**src/rtl/sat_predictor_table_if.sv**
```systemverilog
// Lookup/update/status signal bundle for the saturating-counter branch predictor table.
// The requester drives the lookup and update signals; the table drives prediction and status.
interface sat_predictor_table_if #(
  parameter int unsigned IDX_W  = 6,
  parameter int unsigned HIST_W = 4
);
  localparam int unsigned GHR_W = (HIST_W == 0) ? 1 : HIST_W;

  logic              lookup_valid;
  logic [31:0]       lookup_pc;
  logic              pred_valid;
  logic              prediction;
  logic [IDX_W-1:0]  pred_idx;
  logic              branch;
  logic              taken;
  logic [IDX_W-1:0]  update_idx;
  logic              update_pred;
  logic [GHR_W-1:0]  ghr;
  logic [15:0]       mispredict_cnt;

  modport master (
    output lookup_valid, lookup_pc, branch, taken, update_idx, update_pred,
    input  pred_valid, prediction, pred_idx, ghr, mispredict_cnt
  );

  modport slave (
    input  lookup_valid, lookup_pc, branch, taken, update_idx, update_pred,
    output pred_valid, prediction, pred_idx, ghr, mispredict_cnt
  );
endinterface

```
**src/rtl/sat_predictor_table.sv**
```systemverilog
// Table of N-bit saturating counters indexed by PC (bimodal) or PC^GHR (gshare),
// one-cycle lookup latency with same-cycle update bypass and a saturating mispredict counter.
module sat_predictor_table #(
  parameter int unsigned N      = 2,
  parameter int unsigned IDX_W  = 6,
  parameter int unsigned HIST_W = 4,
  parameter int unsigned MODE   = 1
) (
  input  logic                    clk,
  input  logic                    reset,
  sat_predictor_table_if.slave    bus
);
  localparam int unsigned TBL_SZ = 1 << IDX_W;
  localparam int unsigned GHR_W  = (HIST_W == 0) ? 1 : HIST_W;
  localparam logic [N-1:0] CNT_MAX = {N{1'b1}};
  localparam logic [N-1:0] CNT_RST = N'((1 << (N - 1)) - 1);

  logic [N-1:0]     cnt_q [TBL_SZ];
  logic [GHR_W-1:0] ghr_q, ghr_d;
  logic [15:0]      miss_q, miss_d;
  logic             pred_valid_q;
  logic             prediction_q;
  logic [IDX_W-1:0] pred_idx_q;

  logic [IDX_W-1:0] lkp_idx_c;
  logic [N-1:0]     upd_old_c;
  logic [N-1:0]     cnt_d;
  logic [N-1:0]     lkp_cnt_c;
  logic             unused_pc_bits;

  assign unused_pc_bits = ^{bus.lookup_pc[31:IDX_W+2], bus.lookup_pc[1:0]};

  // Index formation, counter update, bypass and history/mispredict next state
  always_comb begin
    lkp_idx_c = bus.lookup_pc[IDX_W+1:2];
    if (MODE == 1) begin
      lkp_idx_c = lkp_idx_c ^ IDX_W'(ghr_q);
    end

    upd_old_c = cnt_q[bus.update_idx];
    cnt_d     = upd_old_c;
    if (bus.taken) begin
      if (upd_old_c != CNT_MAX) cnt_d = upd_old_c + N'(1);
    end else begin
      if (upd_old_c != '0) cnt_d = upd_old_c - N'(1);
    end

    // Same-index update in this cycle wins so the prediction sees the new value
    lkp_cnt_c = cnt_q[lkp_idx_c];
    if (bus.branch && (bus.update_idx == lkp_idx_c)) begin
      lkp_cnt_c = cnt_d;
    end

    ghr_d = ghr_q;
    if (HIST_W == 0) begin
      ghr_d = '0;
    end else if (bus.branch) begin
      ghr_d = GHR_W'({ghr_q, bus.taken});
    end

    miss_d = miss_q;
    if (bus.branch && (bus.update_pred != bus.taken) && (miss_q != 16'hFFFF)) begin
      miss_d = miss_q + 16'd1;
    end
  end

  always_ff @(posedge clk or negedge reset) begin
    if (!reset) begin
      for (int i = 0; i < TBL_SZ; i++) begin
        cnt_q[i] <= CNT_RST;
      end
      ghr_q        <= '0;
      miss_q       <= '0;
      pred_valid_q <= 1'b0;
      prediction_q <= 1'b0;
      pred_idx_q   <= '0;
    end else begin
      if (bus.branch) begin
        cnt_q[bus.update_idx] <= cnt_d;
      end
      ghr_q        <= ghr_d;
      miss_q       <= miss_d;
      pred_valid_q <= bus.lookup_valid;
      if (bus.lookup_valid) begin
        prediction_q <= lkp_cnt_c[N-1];
        pred_idx_q   <= lkp_idx_c;
      end
    end
  end

  assign bus.pred_valid     = pred_valid_q;
  assign bus.prediction     = prediction_q;
  assign bus.pred_idx       = pred_idx_q;
  assign bus.ghr            = ghr_q;
  assign bus.mispredict_cnt = miss_q;
endmodule

```
**src/flat_wrapper.sv**
```systemverilog
// flat-port wrapper written by rule: the top's interface ports become plain ports
module sat_predictor_table_flat 
#(
  parameter int unsigned N      = 2,
  parameter int unsigned IDX_W  = 6,
  parameter int unsigned HIST_W = 4,
  parameter int unsigned MODE   = 1
)
  (clk, reset, bus_lookup_valid, bus_lookup_pc, bus_branch, bus_taken, bus_update_idx, bus_update_pred, bus_pred_valid, bus_prediction, bus_pred_idx, bus_ghr, bus_mispredict_cnt);
  sat_predictor_table_if #(.IDX_W(IDX_W), .HIST_W(HIST_W)) bus_i ();
  input  logic clk;
  input  logic reset;
  input wire logic [$bits(bus_i.lookup_valid)-1:0] bus_lookup_valid;
  input wire logic [$bits(bus_i.lookup_pc)-1:0] bus_lookup_pc;
  input wire logic [$bits(bus_i.branch)-1:0] bus_branch;
  input wire logic [$bits(bus_i.taken)-1:0] bus_taken;
  input wire logic [$bits(bus_i.update_idx)-1:0] bus_update_idx;
  input wire logic [$bits(bus_i.update_pred)-1:0] bus_update_pred;
  output wire logic [$bits(bus_i.pred_valid)-1:0] bus_pred_valid;
  output wire logic [$bits(bus_i.prediction)-1:0] bus_prediction;
  output wire logic [$bits(bus_i.pred_idx)-1:0] bus_pred_idx;
  output wire logic [$bits(bus_i.ghr)-1:0] bus_ghr;
  output wire logic [$bits(bus_i.mispredict_cnt)-1:0] bus_mispredict_cnt;
  assign bus_i.lookup_valid = bus_lookup_valid;
  assign bus_i.lookup_pc = bus_lookup_pc;
  assign bus_i.branch = bus_branch;
  assign bus_i.taken = bus_taken;
  assign bus_i.update_idx = bus_update_idx;
  assign bus_i.update_pred = bus_update_pred;
  assign bus_pred_valid = bus_i.pred_valid;
  assign bus_prediction = bus_i.prediction;
  assign bus_pred_idx = bus_i.pred_idx;
  assign bus_ghr = bus_i.ghr;
  assign bus_mispredict_cnt = bus_i.mispredict_cnt;
  sat_predictor_table #(.N(N), .IDX_W(IDX_W), .HIST_W(HIST_W), .MODE(MODE)) u_core (.clk(clk), .reset(reset), .bus(bus_i));
endmodule
```
**config.mk**
```make
export PLATFORM = sky130hd
export DESIGN_NAME = sat_predictor_table_flat
export DESIGN_NICKNAME = d
export VERILOG_FILES = /design/src/rtl/sat_predictor_table_if.sv /design/src/rtl/sat_predictor_table.sv /design/src/flat_wrapper.sv
export SDC_FILE = /design/constraint.sdc
export NUM_CORES = 1
export LEC_CHECK = 0
export ABC_AREA = 0
export CORE_ASPECT_RATIO = 0.5
export CORE_MARGIN = 10
export CORE_UTILIZATION = 35
export DETAILED_ROUTE_END_ITERATION = 10
export GPL_TIMING_DRIVEN = 0
export PLACE_DENSITY = 0.5
export SLEW_MARGIN = 20
export SYNTH_ARGS = -nofsm -noshare
export SYNTH_HDL_FRONTEND = slang
export SYNTH_SLANG_ARGS = --single-unit
```
**constraint.sdc**
```tcl
create_clock -name clk -period 3 [get_ports clk]
set_input_delay 0.9 -clock clk [delete_from_list [all_inputs] [get_ports clk]]
set_output_delay 0.9 -clock clk [all_outputs]
set_load 0.02 [all_outputs]
```
# Word level (Yosys, flattened, before mapping)
# Index checks and enable logic that the tools add are counted.
# op_classes
n_addsub,3
n_lt_le_gt_ge,3
eq_ne,4
muxes,13
n_bitwise,3
n_reduce_logical,5
# ops
op,count
128-bit bitwise mux,1
2-bit binary-select mux with 6-bit select,2
2-bit two-way mux,9
16-bit by 1-bit adder with 16-bit output (second input constant),1
16-bit inequality test (second input constant),1
7-bit >= comparator (second input constant),2
6-bit inverter with 7-bit output,2
2-bit demux with 6-bit select,1
7-bit by 1-bit less-than comparator with 1-bit output (second input constant),1
6-bit == test,1
6-bit by 4-bit bitwise XOR with 6-bit output,1
1-bit logical AND,4
2-bit by 1-bit adder with 2-bit output (second input constant),1
2-bit inequality test (second input constant),1
2-bit nonzero test,1
2-bit by 1-bit subtractor with 2-bit output (second input constant),1
1-bit inequality test,1
# totals
reg_bits,156
in_bits,44
output_inout_bits,28
wordCells,100

# Logic depth before layout (Yosys ltp)
# logic_depth
depth_word,8
depth_mapped,12
mapped_depth_nobuf,7

# Worst setup path after synthesis
# No wires, ideal clock.
# synth_timing
path_kind,input to register
from,input port bus_lookup_pc[2]
to,register u_core.prediction_q (netlist: u_core.bus.prediction)
setup_ns,0.126
arrival_time_ns,3.012
required_time_ns,2.874
path_slack_ns,-0.138
cell_stages,8
path_buffers,1
cell_sequence,xor2_2 -> buf_4 -> mux4_2 -> a22oi_1 -> a21oi_1 -> a211oi_1 -> nor4b_1 -> a311o_1
# synth_between
elab_chain_cells,6
word_cells_on_any_way,8
cone_classes,1 x eq/ne; 4 x mux; 2 x bitwise; 1 x reduce/logical
# synth_rtl
element,line_no,text
from (decl),flat_wrapper.sv:14,input wire logic [$bits(bus_i.lookup_pc)-1:0] bus_lookup_pc;
6-bit by 4-bit bitwise XOR with 6-bit output *,sat_predictor_table.sv:37,lkp_idx_c = lkp_idx_c ^ IDX_W'(ghr_q);
6-bit inverter with 7-bit output (not written as such),sat_predictor_table.sv:49,lkp_cnt_c = cnt_q[lkp_idx_c];
2-bit binary-select mux with 6-bit select,sat_predictor_table.sv:49,
2-bit two-way mux (not written as such) (2 in series),sat_predictor_table.sv:49,
2-bit two-way mux *,sat_predictor_table.sv:50,if (bus.branch && (bus.update_idx == lkp_idx_c)) begin
to (signal assigned),sat_predictor_table.sv:85,prediction_q <= lkp_cnt_c[N-1];
to (decl),sat_predictor_table.sv:22,logic prediction_q;
# Mark *: on every way between the ends. The rest lies on a longest branch, timed or not. The select of a mux whose other input is x is not followed.
# A chain may end at the register's enable or synchronous reset.

# Worst setup path after layout
# layout_timing
from,input port bus_update_idx[1]
to,register u_core.cnt_q[71] (netlist name)
# layout_between
elab_chain_cells,8
word_cells_on_any_way,17
cone_classes,2 x add/sub; 2 x order compare; 1 x eq/ne; 9 x mux; 1 x bitwise; 2 x reduce/logical
# layout_rtl
element,line_no,text
from (decl),flat_wrapper.sv:17,input wire logic [$bits(bus_i.update_idx)-1:0] bus_update_idx;
6-bit inverter with 7-bit output (not written as such) *,"sat_predictor_table.sv:40, sat_predictor_table.sv:79",
2-bit binary-select mux with 6-bit select,sat_predictor_table.sv:40,upd_old_c = cnt_q[bus.update_idx];
2-bit two-way mux (not written as such) (2 in series),sat_predictor_table.sv:40,
"2-bit by 1-bit subtractor with 2-bit output, or another cell as far along",sat_predictor_table.sv:45,if (upd_old_c != '0) cnt_d = upd_old_c - N'(1);
2-bit two-way mux (on tied branches),"sat_predictor_table.sv:45, sat_predictor_table.sv:43",
2-bit two-way mux,sat_predictor_table.sv:42,if (bus.taken) begin
128-bit bitwise mux *,sat_predictor_table.sv:79,cnt_q[bus.update_idx] <= cnt_d;
"to (signal, indexed assignment)",sat_predictor_table.sv:79,
to (decl),sat_predictor_table.sv:18,logic [N-1:0] cnt_q [TBL_SZ];
# Marked as above.

==> reports/results.tsv <==
stage	metric	value	unit
setup_path	Critical Path Start Type	input pin	
timing	final worst-path cycle share	102	%
logic_synthesis	Yosys top cell by area	dfrtp_1	
logic_synthesis	Synth Net Count	680	
power	register share of total power	40.8	%
route	DR WL/cell	24.6	um
route	Avg Vias per Cell	5.60	
outcome	status	complete, but fails checks	
placement	port bufs	44	
logic_synthesis	Synth Register Bits	156	
logic_synthesis	Cells after Synth	635	
power	combinational power share	21.4	%
timing	hold_ws	0.433	ns
floorplan	DIE WIDTH	238	um
floorplan	Die Ht	129	um
floorplan	boundary pin count	72	
clock_tree	clock sinks	156	
logic_synthesis	mean post-synth cell area	13.1	um2
logic_synthesis	Post-synth EDFFs	0	
setup_path	max incr delay on CP	0.41	ns
timing	Post-Route Setup TNS	-2.40	ns
setup_path	slowest CP cell	maj3_2	
clock_tree	H-tree lvl count	4	
placement	placement-stage cell area	0.00921	mm2
timing	clock skew	0.0139	ns
placement	dpl hpwl	17900	um
route	Routed WL	25800	um
route	drt pass-1 iters	7	
finish	Final #Nets	774	
timing	final critical-path required period	3.07	ns
timing	RSZ-0062 raised after global routing	yes	
job	Max-cap violations	0	
finish	Core Util, Final	45.8	%
setup_path	Crit path top cell by count	buf_12	
route	Residual DRC	0	
power	P_sw	1.77	mW
global_routing	first-pass GRT wire length	38200	um
finish	share of cells above drive strength 1	50.4	%
clock_tree	# hold bufs at CTS	0	
finish	area grow syn2layout	27.3	%
power	Power per Cell Area	613	mW/mm2
clock_tree	clk buf depth	2	
clock_tree	CTS clk-pin slew, worst paths	0.06	ns
logic_synthesis	Synth async-reset ratio	100	%
global_routing	initial antenna violation count	0	
logic_synthesis	Post-synth top flop	dfrtp_1	
logic_synthesis	Ys Warns	0	
power	Clock power frac	37.9	%
power	sw frac	27.3	%
timing	worst rel slew slack	39.3	%
timing	Setup Viol. Count Final	50	
timing	max frequency	326	MHz
clock_tree	Root Buffer	clkbuf_16	
timing	Slew Limit Fails	0	
global_routing	all-layer global routing usage	16.7	%
floorplan	Rows	39	
setup_path	crit path launch	bus_update_idx[1]	
floorplan	die area	0.0306	mm2
finish	Diodes inserted	0	
setup_path	R2R depth	9	
timing	final hold vios	0	
outcome	violated checks	setup timing	
floorplan	Core Region	0.0230	mm2
setup_path	WP data required	3.32	ns
logic_synthesis	top area cells in the synthesized netlist	dfrtp_1, dfstp_2, mux2_2	
route	initial DRC count	456	
setup_path	reg-to-reg setup timing slack	0.28	ns
route	post-route ant nets	0	
setup_path	Worst Path Buf+Inv	6	
floorplan	Initial Utilization	36.0	%
global_routing	largest net degree at the start of global routing	80	
placement	Placer Congestion	0.874	
setup_path	crit path kind	in2reg	
power	Max IR drop VDD	0.407	mV
setup_path	Setup crit end kind	flip-flop	
clock_tree	CTS tree	done	
route	DR vias	5862	
timing	Worst Tran Pin Value	0.910	ns
timing	fin worst setup slack	-0.0704	ns
global_routing	global route overflow	0	
setup_path	Worst R2R End	u_core.cnt_q[71]	
hold_path	Hold Crit Class	in2async	
setup_path	worst-path cell chain	buf_12, buf_12, buf_12, buf_12, mux2i_2, o22ai_1, o31ai_1, nand4b_1, maj3_2, buf_12, clkbuf_16, mux2_4	
logic_synthesis	Synth top area share	27.8	%
clock_tree	Num CTS Buffers	17	
setup_path	critical path arrival	3.39	ns
setup_path	worst-path maximum fanout	8	
logic_synthesis	post-synthesis sequential area ratio	48.1	%
setup_path	Reg-to-Reg Start	u_core.cnt_q[106]	
clock_tree	clk_lat worst skew	0.44	ns
logic_synthesis	Distinct cells, synth	64	
power	Leakage	4.36	nW
finish	Final Cell Area	0.0106	mm2
logic_synthesis	Post-Syn Area	0.00829	mm2
setup_path	Crit path max-delay family	buffers and inverters	
power	Pint	4.70	mW
global_routing	vias in the first global route	5840	
[cells in the final DEF (no fill, tap or decap), types with 7 or more instances in the layout]
cell type,Yosys,routed
mux2_2,124,120
buf_12,0,12
nor2_1,46,46
mux2i_1,14,10
buf_8,1,7
xnor2_1,18,18
nand2_1,55,54
mux4_2,33,33
dfrtp_1,92,92
mux2_4,18,22
nand3_1,9,7
dfstp_2,64,64
clkdlybuf4s50_1,0,36
a21oi_1,7,7
clkbuf_4,0,7
buf_4,4,27
nand4_1,8,8
clkbuf_16,0,21
xor2_1,9,8
[flip-flops by register name (all words and copies together) (netlist names)]
signal / count
u_core.bus.ghr: 4
u_core.bus.mispredict_cnt: 16
u_core.bus.pred_idx: 6
u_core.bus.pred_valid: 1
u_core.bus.prediction: 1
u_core.cnt_q: 128
[per-layer routing]
metal	wire [um]	global-route usage, %	share of wire (%)	vias to the layer above
li1	-	-	-	2543
met1	12700	23.3	49	3095
met5	0	0	0	-
met4	416	4.98	1.6	0
met3	1790	4.60	6.9	29
met2	10900	24.9	42	195
[cell type report]
class                           count  area (um2)
Buffer                             37         443
Clock buffer                       23         498
Clock inverter                      7         160
Fill cell                        2098       12500
Inverter                            4        17.5
Multi-Input combinational cell    437        4270
Sequential cell                   156        3980
Tap cell                          307         384
Timing Repair Buffer               76         802
[power groups by stage]
stage          combinational (mW)  clock (mW)  sequential [mW]
2_1_floorplan               0.669           0             2.68
3_3_place_gp                 1.19           0             2.66
3_5_place_dp                 1.20           0             2.67
4_1_cts                      1.29        2.49             2.64
5_1_grt                      1.47        2.59             2.67
6_report                     1.38        2.45             2.64
[metrics by stage]
step / setup WS (ns) / total power, mW / instances
floorplan: 0.00104 / 3.35 / 635
global placement: -5.56 / 3.85 / 986
detailed placement: -1.46 / 3.87 / 990
CTS: 0.000110 / 6.42 / 1029
global route: -0.111 / 6.73 / 1047
finish: -0.0704 / 6.47 / 1047
[worst max path at each step]
stage / to / slack [ns] / cells past startpoint
3_3_place_gp: u_core.cnt_q[99] / -5.56 / 1
3_5_place_dp: u_core.cnt_q[24] / -1.46 / 10
2_1_floorplan: u_core.cnt_q[33] / 0.001 / 10
5_1_grt: u_core.cnt_q[75] / -0.11 / 11
4_1_cts: u_core.cnt_q[63] / 0.0001 / 10
6_report: u_core.cnt_q[71] / -0.07 / 12
[kinds of logic (layout without fill, tap and decap cells)]
kind of cell             after synthesis  after routing  share of synthesized area (%)
adder cells (fa/ha/maj)                3              3                          0.423
multiplexers                         191            191                           31.2
AO/OA/AOI/OAI                         56             56                           5.01
AND/OR/NAND/NOR                      159            159                           9.13
flip-flops                           156            156                           48.1
buffers and inverters                 42            147                           3.11
XOR/XNOR                              28             28                           3.05
[cell usage after synthesis, types with 5 or more instances]
library cell / number
nand3_1: 9
mux2_2: 124
mux2_4: 18
buf_6: 8
nor3_1: 8
mux2i_1: 14
clkbuf_1: 11
buf_2: 11
a21oi_1: 7
nand4_1: 8
a22oi_1: 9
nor2b_1: 5
mux4_2: 33
xor2_1: 9
xnor2_1: 18
nand2_1: 55
dfrtp_1: 92
dfstp_2: 64
nor2_1: 46
[timing repair]
item	CTS	global route
setup endpoints to repair	130	125
cloned	0	3
setup buffers	10	15
pin swaps	3	10
gates resized for setup	77	50
Power figures use the tool's default switching activity.
